==> config.mk <==
export PLATFORM = sky130hd
export DESIGN_NAME = multi_cycle_ctrl
export DESIGN_NICKNAME = d
export VERILOG_FILES = /design/src/rtl/multi_cycle_ctrl_pkg.sv /design/src/rtl/multi_cycle_ctrl_outdec.sv /design/src/rtl/multi_cycle_ctrl.sv
export SDC_FILE = /design/constraint.sdc
export NUM_CORES = 1
export LEC_CHECK = 0
export BUFFER_PORTS_ARGS = -buffer_cell sky130_fd_sc_hd__buf_2
export CAP_MARGIN = 20
export CORE_ASPECT_RATIO = 1.2
export CORE_MARGIN = 3
export CORE_UTILIZATION = 40
export CTS_CLUSTER_DIAMETER = 60
export DETAILED_ROUTE_END_ITERATION = 8
export PLACE_DENSITY_LB_ADDON = 0.1
export SYNTH_ARGS = -nofsm -noshare
export SYNTH_HDL_FRONTEND = slang
export SYNTH_HIERARCHICAL = 1
export SYNTH_SLANG_ARGS = --single-unit
==> constraint.sdc <==
create_clock -name clk -period 3.1 [get_ports clk]
set_input_delay 0 -clock clk [delete_from_list [all_inputs] [get_ports clk]]
set_output_delay 0 -clock clk [all_outputs]
set_load 0.02 [all_outputs]
==> src/rtl/multi_cycle_ctrl_pkg.sv <==
// Shared definitions for the multi-cycle CPU main controller:
// opcodes, ALU/mux encodings, state codes and the control-word payload.
package multi_cycle_ctrl_pkg;

  localparam int unsigned OP_W = 6;
  localparam int unsigned ST_W = 4;

  localparam logic [OP_W-1:0] OP_RTYPE = 6'b000000;
  localparam logic [OP_W-1:0] OP_LW    = 6'b100011;
  localparam logic [OP_W-1:0] OP_SW    = 6'b101011;
  localparam logic [OP_W-1:0] OP_BEQ   = 6'b000100;
  localparam logic [OP_W-1:0] OP_J     = 6'b000010;
  localparam logic [OP_W-1:0] OP_ADDI  = 6'b001000;
  localparam logic [OP_W-1:0] OP_ANDI  = 6'b001100;
  localparam logic [OP_W-1:0] OP_ORI   = 6'b001101;
  localparam logic [OP_W-1:0] OP_XORI  = 6'b001110;
  localparam logic [OP_W-1:0] OP_SLTI  = 6'b001010;

  localparam logic [1:0] ALUOP_ADD = 2'b11;
  localparam logic [1:0] ALUOP_SUB = 2'b10;
  localparam logic [1:0] ALUOP_R   = 2'b01;
  localparam logic [1:0] ALUOP_I   = 2'b00;

  localparam logic [1:0] SRCB_REG    = 2'b00;
  localparam logic [1:0] SRCB_FOUR   = 2'b01;
  localparam logic [1:0] SRCB_IMM    = 2'b10;
  localparam logic [1:0] SRCB_IMM_SH = 2'b11;

  localparam logic [1:0] PCSRC_ALU    = 2'b00;
  localparam logic [1:0] PCSRC_ALUOUT = 2'b01;
  localparam logic [1:0] PCSRC_JUMP   = 2'b10;

  typedef enum logic [ST_W-1:0] {
    ST_FETCH     = 4'd0,
    ST_DECODE    = 4'd1,
    ST_MEM_ADDR  = 4'd2,
    ST_MEM_READ  = 4'd3,
    ST_MEM_WB    = 4'd4,
    ST_MEM_WRITE = 4'd5,
    ST_R_EXEC    = 4'd6,
    ST_R_WB      = 4'd7,
    ST_I_EXEC    = 4'd8,
    ST_I_WB      = 4'd9,
    ST_BRANCH    = 4'd10,
    ST_JUMP      = 4'd11,
    ST_HALT      = 4'd12
  } state_e;

  typedef struct packed {
    logic [1:0] alu_op;
    logic       alu_func_sel;
    logic       alu_src_a;
    logic [1:0] alu_src_b;
    logic [1:0] pc_source;
    logic       pc_write;
    logic       pc_write_cond;
    logic       i_or_d;
    logic       mem_read;
    logic       mem_write;
    logic       ir_write;
    logic       reg_write;
    logic       reg_dst;
    logic       mem_to_reg;
  } ctrl_t;

  function automatic logic is_itype(input logic [OP_W-1:0] op);
    return (op == OP_ADDI) || (op == OP_ANDI) || (op == OP_ORI) ||
           (op == OP_XORI) || (op == OP_SLTI);
  endfunction

endpackage

==> src/rtl/multi_cycle_ctrl_outdec.sv <==
// Pure combinational state-to-control-word decode; mem_ready only gates
// the FETCH-cycle IR/PC writes.
module mc_ctrl_outdec
  import multi_cycle_ctrl_pkg::*;
#(
  parameter bit MEM_HANDSHAKE = 1'b1
) (
  input  state_e     state,
  input  logic       mem_ready,
  output ctrl_t      ctrl
);

  logic go;
  assign go = mem_ready || (MEM_HANDSHAKE == 1'b0);

  always_comb begin
    ctrl = '0;
    case (state)
      ST_FETCH: begin
        ctrl.mem_read  = 1'b1;
        ctrl.alu_src_b = SRCB_FOUR;
        ctrl.alu_op    = ALUOP_ADD;
        ctrl.pc_source = PCSRC_ALU;
        ctrl.ir_write  = go;
        ctrl.pc_write  = go;
      end
      ST_DECODE: begin
        ctrl.alu_src_b = SRCB_IMM_SH;
        ctrl.alu_op    = ALUOP_ADD;
      end
      ST_MEM_ADDR: begin
        ctrl.alu_src_a = 1'b1;
        ctrl.alu_src_b = SRCB_IMM;
        ctrl.alu_op    = ALUOP_ADD;
      end
      ST_MEM_READ: begin
        ctrl.mem_read = 1'b1;
        ctrl.i_or_d   = 1'b1;
      end
      ST_MEM_WB: begin
        ctrl.reg_write  = 1'b1;
        ctrl.mem_to_reg = 1'b1;
      end
      ST_MEM_WRITE: begin
        ctrl.mem_write = 1'b1;
        ctrl.i_or_d    = 1'b1;
      end
      ST_R_EXEC: begin
        ctrl.alu_src_a = 1'b1;
        ctrl.alu_src_b = SRCB_REG;
        ctrl.alu_op    = ALUOP_R;
      end
      ST_R_WB: begin
        ctrl.reg_write = 1'b1;
        ctrl.reg_dst   = 1'b1;
      end
      ST_I_EXEC: begin
        ctrl.alu_src_a    = 1'b1;
        ctrl.alu_src_b    = SRCB_IMM;
        ctrl.alu_op       = ALUOP_I;
        ctrl.alu_func_sel = 1'b1;
      end
      ST_I_WB: ctrl.reg_write = 1'b1;
      // PC update on zero is qualified by the datapath, not here
      ST_BRANCH: begin
        ctrl.alu_src_a     = 1'b1;
        ctrl.alu_src_b     = SRCB_REG;
        ctrl.alu_op        = ALUOP_SUB;
        ctrl.pc_write_cond = 1'b1;
        ctrl.pc_source     = PCSRC_ALUOUT;
      end
      ST_JUMP: begin
        ctrl.pc_write  = 1'b1;
        ctrl.pc_source = PCSRC_JUMP;
      end
      default: ctrl = '0;
    endcase
  end

endmodule

==> src/rtl/multi_cycle_ctrl.sv <==
// Main control FSM of the multi-cycle CPU: FETCH, DECODE, then a per-class
// sequence, stalling on mem_ready in the memory-access states.
module multi_cycle_ctrl
  import multi_cycle_ctrl_pkg::*;
#(
  parameter bit MEM_HANDSHAKE = 1'b1,
  parameter bit ILLEGAL_TRAP  = 1'b1
) (
  input  logic            clk,
  input  logic            rst,
  input  logic [OP_W-1:0] opcode,
  input  logic            mem_ready,
  input  logic            zero,
  output logic [1:0]      ALUop,
  output logic            ALUFuncSel,
  output logic            ALUSrcA,
  output logic [1:0]      ALUSrcB,
  output logic [1:0]      PCSource,
  output logic            PCWrite,
  output logic            PCWriteCond,
  output logic            IorD,
  output logic            MemRead,
  output logic            MemWrite,
  output logic            IRWrite,
  output logic            RegWrite,
  output logic            RegDst,
  output logic            MemtoReg,
  output logic            illegal,
  output logic [ST_W-1:0] state_dbg
);

  state_e state, state_next;
  ctrl_t  dec, ctrl;
  logic   go, op_known;
  logic   unused_zero;

  // zero is ANDed with PCWriteCond in the datapath
  assign unused_zero = zero;
  assign go          = mem_ready || (MEM_HANDSHAKE == 1'b0);
  assign op_known    = (opcode == OP_LW) || (opcode == OP_SW) || (opcode == OP_RTYPE) ||
                       (opcode == OP_BEQ) || (opcode == OP_J) || is_itype(opcode);

  always_ff @(posedge clk or posedge rst) begin
    if (rst) state <= ST_FETCH;
    else     state <= state_next;
  end

  always_comb begin
    state_next = state;
    case (state)
      ST_FETCH:     if (go) state_next = ST_DECODE;
      ST_DECODE: begin
        if ((opcode == OP_LW) || (opcode == OP_SW)) state_next = ST_MEM_ADDR;
        else if (opcode == OP_RTYPE)                state_next = ST_R_EXEC;
        else if (opcode == OP_BEQ)                  state_next = ST_BRANCH;
        else if (opcode == OP_J)                    state_next = ST_JUMP;
        else if (is_itype(opcode))                  state_next = ST_I_EXEC;
        else state_next = ILLEGAL_TRAP ? ST_HALT : ST_FETCH;
      end
      ST_MEM_ADDR:  state_next = (opcode == OP_LW) ? ST_MEM_READ : ST_MEM_WRITE;
      ST_MEM_READ:  if (go) state_next = ST_MEM_WB;
      ST_MEM_WB:    state_next = ST_FETCH;
      ST_MEM_WRITE: if (go) state_next = ST_FETCH;
      ST_R_EXEC:    state_next = ST_R_WB;
      ST_R_WB:      state_next = ST_FETCH;
      ST_I_EXEC:    state_next = ST_I_WB;
      ST_I_WB:      state_next = ST_FETCH;
      ST_BRANCH:    state_next = ST_FETCH;
      ST_JUMP:      state_next = ST_FETCH;
      ST_HALT:      state_next = ST_HALT;
      default:      state_next = ST_FETCH;
    endcase
  end

  mc_ctrl_outdec #(.MEM_HANDSHAKE(MEM_HANDSHAKE)) u_outdec (
    .state     (state),
    .mem_ready (mem_ready),
    .ctrl      (dec)
  );

  // Reset forces every control output low immediately, independent of the clock
  always_comb begin
    ctrl    = dec;
    illegal = (state == ST_DECODE) && !op_known;
    if (rst) begin
      ctrl    = '0;
      illegal = 1'b0;
    end
  end

  assign ALUop       = ctrl.alu_op;
  assign ALUFuncSel  = ctrl.alu_func_sel;
  assign ALUSrcA     = ctrl.alu_src_a;
  assign ALUSrcB     = ctrl.alu_src_b;
  assign PCSource    = ctrl.pc_source;
  assign PCWrite     = ctrl.pc_write;
  assign PCWriteCond = ctrl.pc_write_cond;
  assign IorD        = ctrl.i_or_d;
  assign MemRead     = ctrl.mem_read;
  assign MemWrite    = ctrl.mem_write;
  assign IRWrite     = ctrl.ir_write;
  assign RegWrite    = ctrl.reg_write;
  assign RegDst      = ctrl.reg_dst;
  assign MemtoReg    = ctrl.mem_to_reg;
  assign state_dbg   = ST_W'(state);

endmodule

Yosys cells after proc, flatten, opt, wreduce, memory -nomap -nowiden:

Cells that the tools add are included.

* reductions and logical operators: 20
* multiplexer cells: 26
* eq/ne operators: 24

Operator list (number)
* one-hot mux 4 bit (8 select lines): 1
* equality test 6 x 4 -> 1 bit, second input constant: 5
* equality test 4 bit, second input constant: 5
* two-way mux 4 bit: 5
* two-way mux 17 bit: 1
* equality test 4 x 3 -> 1 bit, second input constant: 4
* equality test 6 bit, second input constant: 2
* two-way mux 3 bit: 4
* one-hot mux 2 bit (3 select lines): 2
* two-way mux 1 bit: 11
* logical OR 1 bit: 9
* equality test 4 x 2 -> 1 bit, second input constant: 2
* equality test 6 x 2 -> 1 bit, second input constant: 1
* equality test 6 x 3 -> 1 bit, second input constant: 1
* zero test 6 bit: 1
* inequality test 2 bit, second input constant: 3
* OR reduction 2 bit: 3
* OR reduction 3 bit: 2
* equality test 4 x 1 -> 1 bit, second input constant: 1
* zero test 4 bit: 1
* one-hot mux 2 bit (2 select lines): 1
* OR reduction 4 bit: 1
* AND reduction 3 bit: 1
* one-hot mux 1 bit (2 select lines): 1
* 2 further kinds: 2

* register bits: 4
* output and inout bits: 22
* input bits: 10
* logic and storage cells: 71

Depth between registers and ports, before layout:

* word-level depth: 11
* gate-level depth with buffers: 5
* gate-level depth less buffers: 4

Hierarchy:

The synthesis kept the hierarchy.

By module, submodules not included
* multi_cycle_ctrl: times used 1, area each 480.5 µm², sequential area each 100.1 µm², cells an instance 63
* mc_ctrl_outdec: times used 1, area each 220.2 µm², sequential area each 0.0 µm², cells an instance 35

Least setup slack after synthesis:

Ideal clock, no wire load.

* kind: register to output
* start point: register state[0], in the netlist state_dbg[0]
* end point: output illegal
* stages on the path, launching flop included: 5
* required time: 3100 ps
* path buffers: 1
* data arrival time: 1792 ps
* setup slack: 1308 ps
* cell sequence: dfrtp_1 -> clkbuf_1 -> nor4b_1 -> o21ai_1 -> a211oi_1

* word-level cells in the longest chain between the ends: 3

RTL lines
* start: declaration: line multi_cycle_ctrl.sv:32 `state_e state, state_next;`
* start signal: assignment: line multi_cycle_ctrl.sv:45 `else state <= state_next;`
* equality test 4 x 1 -> 1 bit: line multi_cycle_ctrl.sv:84 `illegal = (state == ST_DECODE) && !op_known;`
* logical AND 1 bit: line multi_cycle_ctrl.sv:84
* two-way mux 1 bit: line multi_cycle_ctrl.sv:85 `if (rst) begin`
* end: declaration: line multi_cycle_ctrl.sv:28 `output logic illegal,`

No other way between the ends.

Final worst setup path:

Same ends and word-level chain as after synthesis.

==> results.toml <==
[cells_and_area]
nets = 137
fill_cells = 151
layout-drive-gt1-share = 0.2800
insertedDiodeCount = 0
multi_input_area_um2 = 541.8
seq_area_um2 = 100.1
syn2layout_area_growth_pct = 23.39
largest_register_ffs = 4

[clock_tree]
clk_pin_slew_ps = 40
postCtsSetupRepairBufs = 0
tritoncts = "done"
cts.path.max_buffers = 2
clock_latency_ps = 240
clockRootBuffer = "clkbuf_4"
clock_sinks = 4
cts_buffers = 3
cts_resized = 0
htreeDepth = 1
cts_hold_buf = 1

[floorplanning]
io_pins = 32
die_w_um = 44.21
core_um2 = 1539
dieArea_um2 = 2292
initial_core_util = 0.4553
fp.dieH_um = 51.85
rows = 15

[synth]
ys_types = 37
netlist_instances = 98
synthTopCellsByArea = "nor2b_1 (18%), dfrtp_1 (14%), nand2b_1 (6.3%)"
synth_common_cells = "nor2b_1 (20), nand2b_1 (7), nor2_1 (7)"
synth_warnings = 6
ys.flop_type = "dfrtp_1"
synth_top_cell_by_area = "nor2b_1"
synth_edf_count = 0
async_reset_ff_frac = 1.000
syn_nets = 108
synth-seq-area-share = 0.1429
synth.most_common_cell = "nor2b_1"
ys_seq_elements = 4
syn_area_um2 = 700.7
synth_top_cell_area_share = 0.1786
syn_area_per_cell_um2 = 7.150

[placement]
portBuffers = 30
dp.final_hpwl_um = 1219
post-place-ws_ps = 1303
gp_congestion = 0.7661

[sta]
worst_pin_slew_ps = 705.0
whs_ps = 82.60
worst_slack_ps = 1061
post-route-min-period_ps = 2039
rsz0062_at_grt = "no"
timing.setup.tns_ps = 0
max_slew_margin = 0.5300
fin_crit_sh = 0.6576
fmax_mhz = 490.5
fin_skew_ps = 7.606
drv_slew = 0
finalHoldViolCount = 0
setup_viol = 0

[detailed_routing]
first_pass_iters = 4
routed_wl_um = 1701
drt-initial-drc-count = 8
viasPerCell = 5.444
post_drt_wl_per_cell_um = 11.98
antenna_left = 0
vias = 773
drc = 0

[setup_path]
endpoint_kind = "output port"
slowest_delay_ps = 760
worst_ep_arrival_time_ps = 2040
required_ps = 3100
crit_slowest_cell = "dfrtp_1"
crit_type = "reg -> out"
crit_path_start_kind = "flop"
reg2reg_from = "state_dbg[0]$_DFFE_PP0P_"
cp.buffers_inverters = 1
crit_start = "state_dbg[0]$_DFFE_PP0P_"
crit_fanout = 22
critPathTopFamily = "flip-flops"
crit_chain = "nor4b_1 -> o21ai_1 -> a211oi_1 -> buf_2"

[min_path]
hp-start = "opcode[4]"
worstHoldPathType = "in -> reg"

[flow_run]
maxCapViolations = 0

[power]
power_switching_w = 0.0003188
p_seq_frac = 0.245
p_clk_frac = 0.111
intPower_w = 0.0003047
swShare = 0.5113
vdd_drop_max_mv = 0.4207
power_leakage_nw = 0.4369
p_comb_frac = 0.644
power.density_nw_per_um2 = 721.2
total_power_w = 0.0006235

[outcome]
outcome = "finished, final reports clean"

[grt]
antenna_found_initial = 0
grt_util_all_layers = 0.1593
grt_max_degree = 25
grt_pass1_wl_um = 2815
grt_pass1_vias = 640
grt_overflow = 0
[power groups by stage]
| stage | clock, W | combinational, W | sequential (W) |
|---|---|---|---|
| 2_1_floorplan | 0 | 0.000339 | 0.000125 |
| 4_1_cts | 0.0000698 | 0.000405 | 0.000151 |
| 5_1_grt | 0.0000703 | 0.000444 | 0.000162 |
| 6_report | 0.0000690 | 0.000402 | 0.000153 |
| 3_3_place_gp | 0 | 0.000399 | 0.000152 |
| 3_5_place_dp | 0 | 0.000402 | 0.000152 |
[cells by family after synthesis]
logic type / count (synthesis) / share of synthesized area
AOI/OAI and AO/OA: 22 / 0.2214
and+or+nand+nor: 53 / 0.4590
DFF: 4 / 0.1429
buffers and inverters: 12 / 0.08393
xor gates and xnor gates: 4 / 0.05001
muxes: 3 / 0.04286
[cell usage in the layout, fill, tap and decap left out, types with 2 or more instances in the layout]
master     n
a21oi_1    4
and3_1     2
buf_2     30
clkbuf_4   3
dfrtp_1    4
inv_1      5
mux2i_1    3
nand2_1    2
nand2b_1   7
nand3_1    2
nor2_1     7
nor2b_1   20
nor3_1     4
o211a_1    3
o21ai_0    2
o21ai_1    3
o22ai_1    2
o32ai_1    2
xor2_1     3
[final timing paths]
| check | endpoint | slack (ps) | depth (start not counted) |
|---|---|---|---|
| max | illegal | 1060 | 4 |
| min | state_dbg[1]$_DFFE_PP0P_ | 80 | 4 |
| max reg2reg | state_dbg[2]$_DFFE_PP0P_ | 1300 | 3 |
| min reg2reg | state_dbg[0]$_DFFE_PP0P_ | 800 | 1 |
| max in group asynchronous | state_dbg[0]$_DFFE_PP0P_ | 2580 | 3 |
| min in group asynchronous | state_dbg[3]$_DFFE_PP0P_ | 350 | 3 |
[worst register-to-register path, delay by kind of cell, from the launching register on]
family	cells	cell delay, ps
AOI/OAI and AO/OA	1	260
and+or+nand+nor	2	820
DFF	1	610
[final cells by class]
class	count	area share
repair buffers	31	0.1852
multi-input cells	82	0.6266
inverters	5	0.02171
well taps	17	0.02460
clock buffers	3	0.02605
flip-flops and latches	4	0.1158
[layer usage]
metal	wire length [um]	GRT usage	up-vias
met1	751	0.2159	338
met2	821	0.2524	26
met5	0	0	-
met3	110	0.02076	2
li1	-	-	407
met4	17	0.06030	0
[per-stage QoR]
| stage | instance area (um^2) | utilization | cells |
|---|---|---|---|
| 6_report | 864.6 | 0.5618 | 142 |
| 3_3_place_gp | 832.0 | 0.5407 | 138 |
| 4_1_cts | 864.6 | 0.5618 | 142 |
| 5_1_grt | 864.6 | 0.5618 | 142 |
| 2_1_floorplan | 700.7 | - | 98 |
| 3_5_place_dp | 832.0 | 0.5407 | 138 |
Note: power is estimated with default switching activity, not from simulation.
